<file path="config.mk">
export PLATFORM = sky130hd
export DESIGN_NAME = mips_multicycle_ctrl
export DESIGN_NICKNAME = d
export VERILOG_FILES = /design/src/rtl/mips_multicycle_ctrl.sv
export SDC_FILE = /design/constraint.sdc
export NUM_CORES = 1
export LEC_CHECK = 0
export BUFFER_PORTS_ARGS = -buffer_cell sky130_fd_sc_hd__buf_2
export CAP_MARGIN = 30
export CORE_ASPECT_RATIO = 0.6
export CORE_MARGIN = 2
export CORE_UTILIZATION = 23
export DETAILED_ROUTE_END_ITERATION = 6
export GPL_ROUTABILITY_DRIVEN = 1
export GPL_TIMING_DRIVEN = 0
export MAX_ROUTING_LAYER = met4
export PLACE_DENSITY = 0.57
export SLEW_MARGIN = 0
export SYNTH_ARGS = -nofsm -noshare
export SYNTH_HDL_FRONTEND = slang
export SYNTH_HIERARCHICAL = 1
export SYNTH_SLANG_ARGS = --single-unit
</file>
<file path="constraint.sdc">
create_clock -name clk -period 2.8 [get_ports clk]
set_clock_uncertainty 0.2 [all_clocks]
set_input_delay 0.14 -clock clk [delete_from_list [all_inputs] [get_ports clk]]
set_output_delay 0.14 -clock clk [all_outputs]
set_load 0.02 [all_outputs]
</file>
<file path="src/rtl/mips_multicycle_ctrl.sv">
// Multicycle MIPS control unit: a Moore FSM that sequences a shared-memory, single-ALU datapath.
// Optional bne support is enabled by defining MIPS_MC_BNE_EN.

module mips_multicycle_ctrl_chk (
  input logic       clk,
  input logic       rst_n,
  input logic       mem_ready,
  input logic [3:0] state,
  input logic       mem_req,
  input logic       MemWrite,
  input logic       RegWrite,
  input logic       IRWrite,
  input logic       PCEn,
  input logic       illegal_op
);

  a_state_range: assert property (@(posedge clk) disable iff (!rst_n)
    state < 4'd12);

  a_mem_req_state: assert property (@(posedge clk) disable iff (!rst_n)
    mem_req |-> (state == 4'd0 || state == 4'd3 || state == 4'd5));

  a_mem_write_state: assert property (@(posedge clk) disable iff (!rst_n)
    MemWrite |-> (state == 4'd5));

  a_reg_write_state: assert property (@(posedge clk) disable iff (!rst_n)
    RegWrite |-> (state == 4'd4 || state == 4'd7 || state == 4'd10));

  a_ir_write_fetch: assert property (@(posedge clk) disable iff (!rst_n)
    IRWrite |-> (state == 4'd0 && mem_ready));

  a_pc_en_state: assert property (@(posedge clk) disable iff (!rst_n)
    PCEn |-> (state == 4'd0 || state == 4'd8 || state == 4'd11));

  a_illegal_decode: assert property (@(posedge clk) disable iff (!rst_n)
    illegal_op |-> (state == 4'd1));

endmodule

module mips_multicycle_ctrl (
  input  logic       clk,
  input  logic       rst_n,
  input  logic [5:0] Opcode,
  input  logic [5:0] Funct,
  input  logic       Zero,
  input  logic       mem_ready,
  output logic       mem_req,
  output logic       IorD,
  output logic       MemWrite,
  output logic       IRWrite,
  output logic       RegDst,
  output logic       MemtoReg,
  output logic       RegWrite,
  output logic       ALUSrcA,
  output logic [1:0] ALUSrcB,
  output logic [1:0] PCSrc,
  output logic [2:0] ALUControl,
  output logic       PCEn,
  output logic       illegal_op,
  output logic [3:0] state
);

  typedef enum logic [3:0] {
    S_FETCH   = 4'd0,
    S_DECODE  = 4'd1,
    S_MEMADR  = 4'd2,
    S_MEMRD   = 4'd3,
    S_MEMWB   = 4'd4,
    S_MEMWR   = 4'd5,
    S_RTYPEEX = 4'd6,
    S_RTYPEWB = 4'd7,
    S_BEQEX   = 4'd8,
    S_ADDIEX  = 4'd9,
    S_ADDIWB  = 4'd10,
    S_JEX     = 4'd11
  } state_t;

  localparam logic [5:0] OP_RTYPE = 6'b000000;
  localparam logic [5:0] OP_LW    = 6'b100011;
  localparam logic [5:0] OP_SW    = 6'b101011;
  localparam logic [5:0] OP_BEQ   = 6'b000100;
  localparam logic [5:0] OP_ADDI  = 6'b001000;
  localparam logic [5:0] OP_J     = 6'b000010;
`ifdef MIPS_MC_BNE_EN
  localparam logic [5:0] OP_BNE   = 6'b000101;
`endif

  localparam logic [2:0] ALU_ADD = 3'b010;
  localparam logic [2:0] ALU_SUB = 3'b110;
  localparam logic [2:0] ALU_AND = 3'b000;
  localparam logic [2:0] ALU_OR  = 3'b001;
  localparam logic [2:0] ALU_SLT = 3'b111;

  localparam logic [1:0] SRCB_REG    = 2'b00;
  localparam logic [1:0] SRCB_FOUR   = 2'b01;
  localparam logic [1:0] SRCB_IMM    = 2'b10;
  localparam logic [1:0] SRCB_IMM_SH = 2'b11;

  localparam logic [1:0] PC_ALU    = 2'b00;
  localparam logic [1:0] PC_ALUOUT = 2'b01;
  localparam logic [1:0] PC_JUMP   = 2'b10;

  // Unknown R-type function codes fall back to add, matching the single-cycle decoder.
  function automatic logic [2:0] funct_to_alu(input logic [5:0] funct);
    case (funct)
      6'b100000: return ALU_ADD;
      6'b100010: return ALU_SUB;
      6'b100100: return ALU_AND;
      6'b100101: return ALU_OR;
      6'b101010: return ALU_SLT;
      default:   return ALU_ADD;
    endcase
  endfunction

  // An opcode that decodes back to FETCH is the illegal-instruction case.
  function automatic state_t decode_next(input logic [5:0] opcode);
    case (opcode)
      OP_LW, OP_SW: return S_MEMADR;
      OP_RTYPE:     return S_RTYPEEX;
      OP_BEQ:       return S_BEQEX;
`ifdef MIPS_MC_BNE_EN
      OP_BNE:       return S_BEQEX;
`endif
      OP_ADDI:      return S_ADDIEX;
      OP_J:         return S_JEX;
      default:      return S_FETCH;
    endcase
  endfunction

  state_t     state_r;
  state_t     next_state_s;
  logic       mem_req_s;
  logic       iord_s;
  logic       mem_write_s;
  logic       ir_write_s;
  logic       reg_dst_s;
  logic       mem_to_reg_s;
  logic       reg_write_s;
  logic       alu_src_a_s;
  logic [1:0] alu_src_b_s;
  logic [1:0] pc_src_s;
  logic [2:0] alu_ctrl_s;
  logic       pc_write_s;
  logic       branch_s;
  logic       illegal_s;
  logic       branch_taken_s;

`ifdef MIPS_MC_BNE_EN
  assign branch_taken_s = (Opcode == OP_BNE) ? ~Zero : Zero;
`else
  assign branch_taken_s = Zero;
`endif

  // State register; reset forces FETCH asynchronously.
  always_ff @(posedge clk or negedge rst_n) begin
    if (!rst_n) begin
      state_r <= S_FETCH;
    end else begin
      state_r <= next_state_s;
    end
  end

  // Next-state logic; memory states hold until the memory reports ready.
  always_comb begin
    next_state_s = S_FETCH;
    case (state_r)
      S_FETCH:   next_state_s = mem_ready ? S_DECODE : S_FETCH;
      S_DECODE:  next_state_s = decode_next(Opcode);
      S_MEMADR:  next_state_s = (Opcode == OP_SW) ? S_MEMWR : S_MEMRD;
      S_MEMRD:   next_state_s = mem_ready ? S_MEMWB : S_MEMRD;
      S_MEMWB:   next_state_s = S_FETCH;
      S_MEMWR:   next_state_s = mem_ready ? S_FETCH : S_MEMWR;
      S_RTYPEEX: next_state_s = S_RTYPEWB;
      S_RTYPEWB: next_state_s = S_FETCH;
      S_BEQEX:   next_state_s = S_FETCH;
      S_ADDIEX:  next_state_s = S_ADDIWB;
      S_ADDIWB:  next_state_s = S_FETCH;
      S_JEX:     next_state_s = S_FETCH;
      default:   next_state_s = S_FETCH;
    endcase
  end

  // Moore output decode; only the FETCH enables look at mem_ready.
  always_comb begin
    mem_req_s    = 1'b0;
    iord_s       = 1'b0;
    mem_write_s  = 1'b0;
    ir_write_s   = 1'b0;
    reg_dst_s    = 1'b0;
    mem_to_reg_s = 1'b0;
    reg_write_s  = 1'b0;
    alu_src_a_s  = 1'b0;
    alu_src_b_s  = SRCB_REG;
    pc_src_s     = PC_ALU;
    alu_ctrl_s   = ALU_ADD;
    pc_write_s   = 1'b0;
    branch_s     = 1'b0;
    illegal_s    = 1'b0;
    case (state_r)
      S_FETCH: begin
        mem_req_s   = 1'b1;
        alu_src_b_s = SRCB_FOUR;
        ir_write_s  = mem_ready;
        pc_write_s  = mem_ready;
      end
      S_DECODE: begin
        alu_src_b_s = SRCB_IMM_SH;
        illegal_s   = (decode_next(Opcode) == S_FETCH);
      end
      S_MEMADR: begin
        alu_src_a_s = 1'b1;
        alu_src_b_s = SRCB_IMM;
      end
      S_MEMRD: begin
        iord_s    = 1'b1;
        mem_req_s = 1'b1;
      end
      S_MEMWB: begin
        mem_to_reg_s = 1'b1;
        reg_write_s  = 1'b1;
      end
      S_MEMWR: begin
        iord_s      = 1'b1;
        mem_req_s   = 1'b1;
        mem_write_s = 1'b1;
      end
      S_RTYPEEX: begin
        alu_src_a_s = 1'b1;
        alu_ctrl_s  = funct_to_alu(Funct);
      end
      S_RTYPEWB: begin
        reg_dst_s   = 1'b1;
        reg_write_s = 1'b1;
      end
      S_BEQEX: begin
        alu_src_a_s = 1'b1;
        alu_ctrl_s  = ALU_SUB;
        pc_src_s    = PC_ALUOUT;
        branch_s    = 1'b1;
      end
      S_ADDIEX: begin
        alu_src_a_s = 1'b1;
        alu_src_b_s = SRCB_IMM;
      end
      S_ADDIWB: begin
        reg_write_s = 1'b1;
      end
      S_JEX: begin
        pc_src_s   = PC_JUMP;
        pc_write_s = 1'b1;
      end
      default: begin
        mem_req_s = 1'b0;
      end
    endcase
  end

  // Enables are squashed while reset is low so an aborted instruction writes nothing.
  assign mem_req    = rst_n & mem_req_s;
  assign MemWrite   = rst_n & mem_write_s;
  assign IRWrite    = rst_n & ir_write_s;
  assign RegWrite   = rst_n & reg_write_s;
  assign PCEn       = rst_n & (pc_write_s | (branch_s & branch_taken_s));
  assign illegal_op = rst_n & illegal_s;
  assign IorD       = iord_s;
  assign RegDst     = reg_dst_s;
  assign MemtoReg   = mem_to_reg_s;
  assign ALUSrcA    = alu_src_a_s;
  assign ALUSrcB    = alu_src_b_s;
  assign PCSrc      = pc_src_s;
  assign ALUControl = alu_ctrl_s;
  assign state      = state_r;

  mips_multicycle_ctrl_chk u_chk (
    .clk        (clk),
    .rst_n      (rst_n),
    .mem_ready  (mem_ready),
    .state      (state),
    .mem_req    (mem_req),
    .MemWrite   (MemWrite),
    .RegWrite   (RegWrite),
    .IRWrite    (IRWrite),
    .PCEn       (PCEn),
    .illegal_op (illegal_op)
  );

endmodule

</file>
Word-level counts from Yosys, hierarchy flattened
Cells that the tools add are included.
{ "word_totals": {"regBits": 4, "input_bits": 16, "output_inout_bits": 21} }
{ "op_classes": {"n_eq_ne": 20, "muxes": 22, "bitwise_logic": 8, "n_reduce_logical": 9} }
{ "ops": {"columns": ["cell", "count"], "rows": [
  ["6-bit equality test (second input constant)", 6],
  ["4-bit case mux with 7 select lines", 1],
  ["4-bit case mux with 5 select lines", 1],
  ["4-bit by 3-bit equality test with 1-bit output (second input constant)", 4],
  ["4-bit equality test (second input constant)", 4],
  ["3-bit case mux with 4 select lines", 1],
  ["1-bit 2-to-1 mux", 11],
  ["3-bit 2-to-1 mux", 3],
  ["4-bit by 2-bit equality test with 1-bit output (second input constant)", 2],
  ["4-bit zero test", 2],
  ["1-bit AND", 7],
  ["6-bit by 2-bit equality test with 1-bit output (second input constant)", 1],
  ["6-bit by 3-bit equality test with 1-bit output (second input constant)", 1],
  ["6-bit by 4-bit equality test with 1-bit output (second input constant)", 1],
  ["6-bit zero test", 1],
  ["2-bit case mux with 3 select lines", 1],
  ["3-bit case mux with 2 select lines", 1],
  ["2-bit OR reduction", 3],
  ["3-bit OR reduction", 2],
  ["4-bit by 1-bit equality test with 1-bit output (second input constant)", 1],
  ["4-bit 2-to-1 mux", 1],
  ["2-bit case mux with 2 select lines", 1],
  ["4-bit OR reduction", 1],
  ["1-bit case mux with 2 select lines", 1],
  ["1-bit OR", 1]
]} }

Depth between registers and ports, before layout
{ "logic_depth": {"depth_word": 7, "mapped_depth": 5} }

Least setup slack after synthesis
Ideal clock, no wire load.
{ "synth_timing": {"path_type": "register to output", "from": "reg state_r[2], in the netlist state[2]", "to": "out RegWrite", "t_arrival_ps": 1783, "required_ps": 2460, "slack_ps": 677, "stages_incl_launch_ff": 6, "n_path_buf": 2, "path_cell_list": "dfrtp_1 clkbuf_1 clkbuf_1 nor2b_1 nand2_1 a21boi_0"} }
{ "synth_via": {"elab_chain_cells": 4, "elab_cells_between_ends": 6} }
{ "synth_rtl": {"columns": ["item", "line", "rtl"], "rows": [
  ["start: declaration", "130", "state_t state_r;"],
  ["start signal: assignment", "159", "state_r <= next_state_s;"],
  ["4-bit equality test / 4-bit by 3-bit equality test with 1-bit output (equally long branches)", "199", "case (state_r)"],
  ["3-bit OR reduction (no source line) (*)", null, null],
  ["1-bit 2-to-1 mux (*)", "199", null],
  ["1-bit AND (*)", "262", "assign RegWrite = rst_n & reg_write_s;"],
  ["end: declaration", "53", "output logic RegWrite,"]
]} }
Every way passes the cells marked *; elsewhere a longest branch is shown, timed or not.

Worst setup path after layout
Ends and elaborated chain as after synthesis.

==> reports/qor.csv <==
stage,metric,value,unit
synth,number of synthesized flops with an enable pin,0,
cells_and_area,final core utilization,35.3,%
timing,Fin. Hold Viols,0,
flow_run,max-cap violation count,0,
synth,Gate Count Post-Synth,87,
setup_path,Critical Path Sink Type,primary output,
timing,final setup TNS,0,ns
synth,Async SR Flop Fraction,100,%
die,IO Count,37,
grt,M3 GR Usage,2.90,%
grt,vias in the first global route,644,
grt,GRT Util Overall,12.6,%
clock_network,Root Buffer,clkbuf_8,
drt,final wirelength,1990,µm
outcome,outcome,"finished, final reports clean",
grt,met1 Track Usage GR,18.2,%
synth,Post-Syn Area,638,µm²
cells_and_area,Area Growth Syn to Fin,42.5,%
power_and_ir_drop,Final Power,602,µW
clock_network,Worst-Skew Late Latency,0.21,ns
die,starting density of the core,24.8,%
timing,Worst-Margin Slew,0.443,ns
power_and_ir_drop,power density over the cells,662,nW/µm²
cells_and_area,fin nets,145,
grt,first-pass GRT wire length,2990,µm
clock_network,CTS H-tree lvls,1,
timing,RSZ-0062 raised after global routing,false,
placement,DP HPWL,1580,µm
worst_hold_path,Hold Path Class,in2async,
synth,Yosys top cell area share,15.7,%
setup_path,kind of critical path,reg2out,
drt,Routed Antenna Nets,0,
clock_network,CTS sink cnt,4,
placement,# port buffers,36,
synth,"Seq/Total Area, Yosys",15.7,%
die,core footprint,2570,µm²
timing,Final Setup Violations,0,
die,die width,72,µm
timing,period utilization,82.7,%
setup_path,Crit path required time,2.46,ns
synth,"count leader, synth",nor2_1,
die,height of the die,44.8,µm
setup_path,Critical path origin,state[2]$_DFF_PN0_,
die,die area,3230,µm²
setup_path,worst r2r src,state[2]$_DFF_PN0_,
synth,"top cells by count, synth","nor2_1, and3_1, o21ai_0",
placement,GP Congestion,0.853,
grt,most used routing layer,met1,
clock_network,post-CTS setup buffers,0,
synth,post-synth cell types,39,
grt,GRT Residual Overflow,0,
synth,"Top FF cell, synth",dfrtp_1,
synth,Synth area leaders,"dfrtp_1, and3_1, nor2_1",
drt,drt pass-1 iters,4,
synth,syn_nets,103,
timing,FMAX,432,MHz
synth,largest area contributor in the netlist,dfrtp_1,
clock_network,CTS tree,yes,
timing,Period minus WS final,2.31,ns
grt,largest net degree at the start of global routing,12,
clock_network,clock tree buffer depth,2,
drt,vias,802,
power_and_ir_drop,worst vdd ir,0.187,mV
setup_path,crit-path max FO,10,
synth,Seq cells post-synth,4,
grt,antenna violations before repair,0,
timing,Worst slew margin,70.5,%
power_and_ir_drop,static leakage,0.436,nW
drt,Vias/cell,5.04,
drt,# DRC,0,
drt,DRT iter0 DRCs,40,
synth,"Avg Cell Area, Syn",7.33,µm²
clock_network,Num CTS Buffers,3,
clock_network,clk slew on worst S/H paths,0.03,ns
drt,Routed WL per cell,12.5,µm
setup_path,crit path launch type,register,
timing,"Slew Viols, Final",0,
die,FP Rows,14,
cells_and_area,ratio of cells with drive above 1 in the final layout,36.2,%
cells_and_area,ANT cells,0,
cells_and_area,Largest register FFs,4,
synth,Yosys warning count,6,
setup_path,Arrival @ worst endpoint,1.97,ns
grt,met2 usage,16.9,%
[worst paths after layout]
check	to	slack [ns]	cells after the start
setup / recovery	RegWrite	0.49	6
hold / removal	state[0]$_DFF_PN0_	0.11	2
setup reg to reg	state[0]$_DFF_PN0_	0.95	5
hold reg to reg	state[3]$_DFF_PN0_	0.62	2
max in group asynchronous	state[1]$_DFF_PN0_	2.11	2
min in group clk	state[3]$_DFF_PN0_	0.15	4
[report_power, final]
group          leakage [nW]  internal, mW  switching (mW)
Clock                0.0216        0.0914          0.0272
Sequential           0.0536        0.0728          0.0244
Combinational         0.361         0.147           0.239
[placed cells by master (no fill, tap or decap), types with 2 or more instances in the layout]
master	synthesis	final
inv_1	3	3
nor2b_1	2	2
or4_1	2	2
dfrtp_1	4	4
buf_2	1	37
nor3b_1	2	2
nor2_1	9	9
nor3_1	4	4
a211oi_1	2	2
a31oi_1	2	2
nand2_1	5	5
xor2_1	3	3
nand3b_1	3	3
nand2b_1	4	4
nor4bb_1	3	3
and3_1	6	6
o21ai_0	6	6
clkbuf_1	5	5
clkbuf_8	0	3
[stage by stage]
| stage | worst slack [ns] | hold WS, ns | instances | area, µm² |
|---|---|---|---|---|
| 5_1_grt | 0.300 | 0.142 | 159 | 910 |
| 3_3_place_gp | 0.758 | -0.206 | 155 | 858 |
| 3_5_place_dp | 0.726 | -0.203 | 155 | 858 |
| 2_1_floorplan | 0.677 | -0.356 | 87 | 638 |
| 6_report | 0.485 | 0.107 | 159 | 910 |
| 4_1_cts | 0.485 | 0.103 | 159 | 910 |
[final cells by class]
class / instances / area, µm²
timing repair buffer: 37 / 190
fill: 283 / 1670
clock buffer: 3 / 41.3
inverter: 3 / 11.3
tap: 32 / 40.0
sequential: 4 / 100
multi-input combinational: 74 / 503
buffer: 6 / 23.8
[cell families (layout without fill, tap and decap cells)]
kind of cell | count (synthesis) | count (layout) | synth area share, %
compound gates | 19 | 19 | 21.6
xor+xnor | 4 | 4 | 5.49
buf+inv | 9 | 49 | 5.49
flops | 4 | 4 | 15.7
mux | 1 | 1 | 1.76
simple gates | 50 | 50 | 50.0
[metal layers]
layer  vias up  wire (µm)
met3         2         98
met1       372       1040
li1        412          -
met4         0          8
met5         -          0
met2        16        847
[worst max-delay path, stage by stage, from the launching register on]
cell      delay, ns
dfrtp_1        0.41
clkbuf_1       0.35
clkbuf_1       0.37
nor2b_1        0.21
nand2_1        0.08
a21boi_0       0.16
buf_2          0.19
[repair_timing]
| item | CTS | global route |
|---|---|---|
| endpoints found under the setup margin | 0 | 0 |
| endpoints found under the hold margin | 4 | 0 |
| hold buffers | 1 | 0 |
| resized for setup | 0 | 0 |
Note: power is estimated with default switching activity, not from simulation.
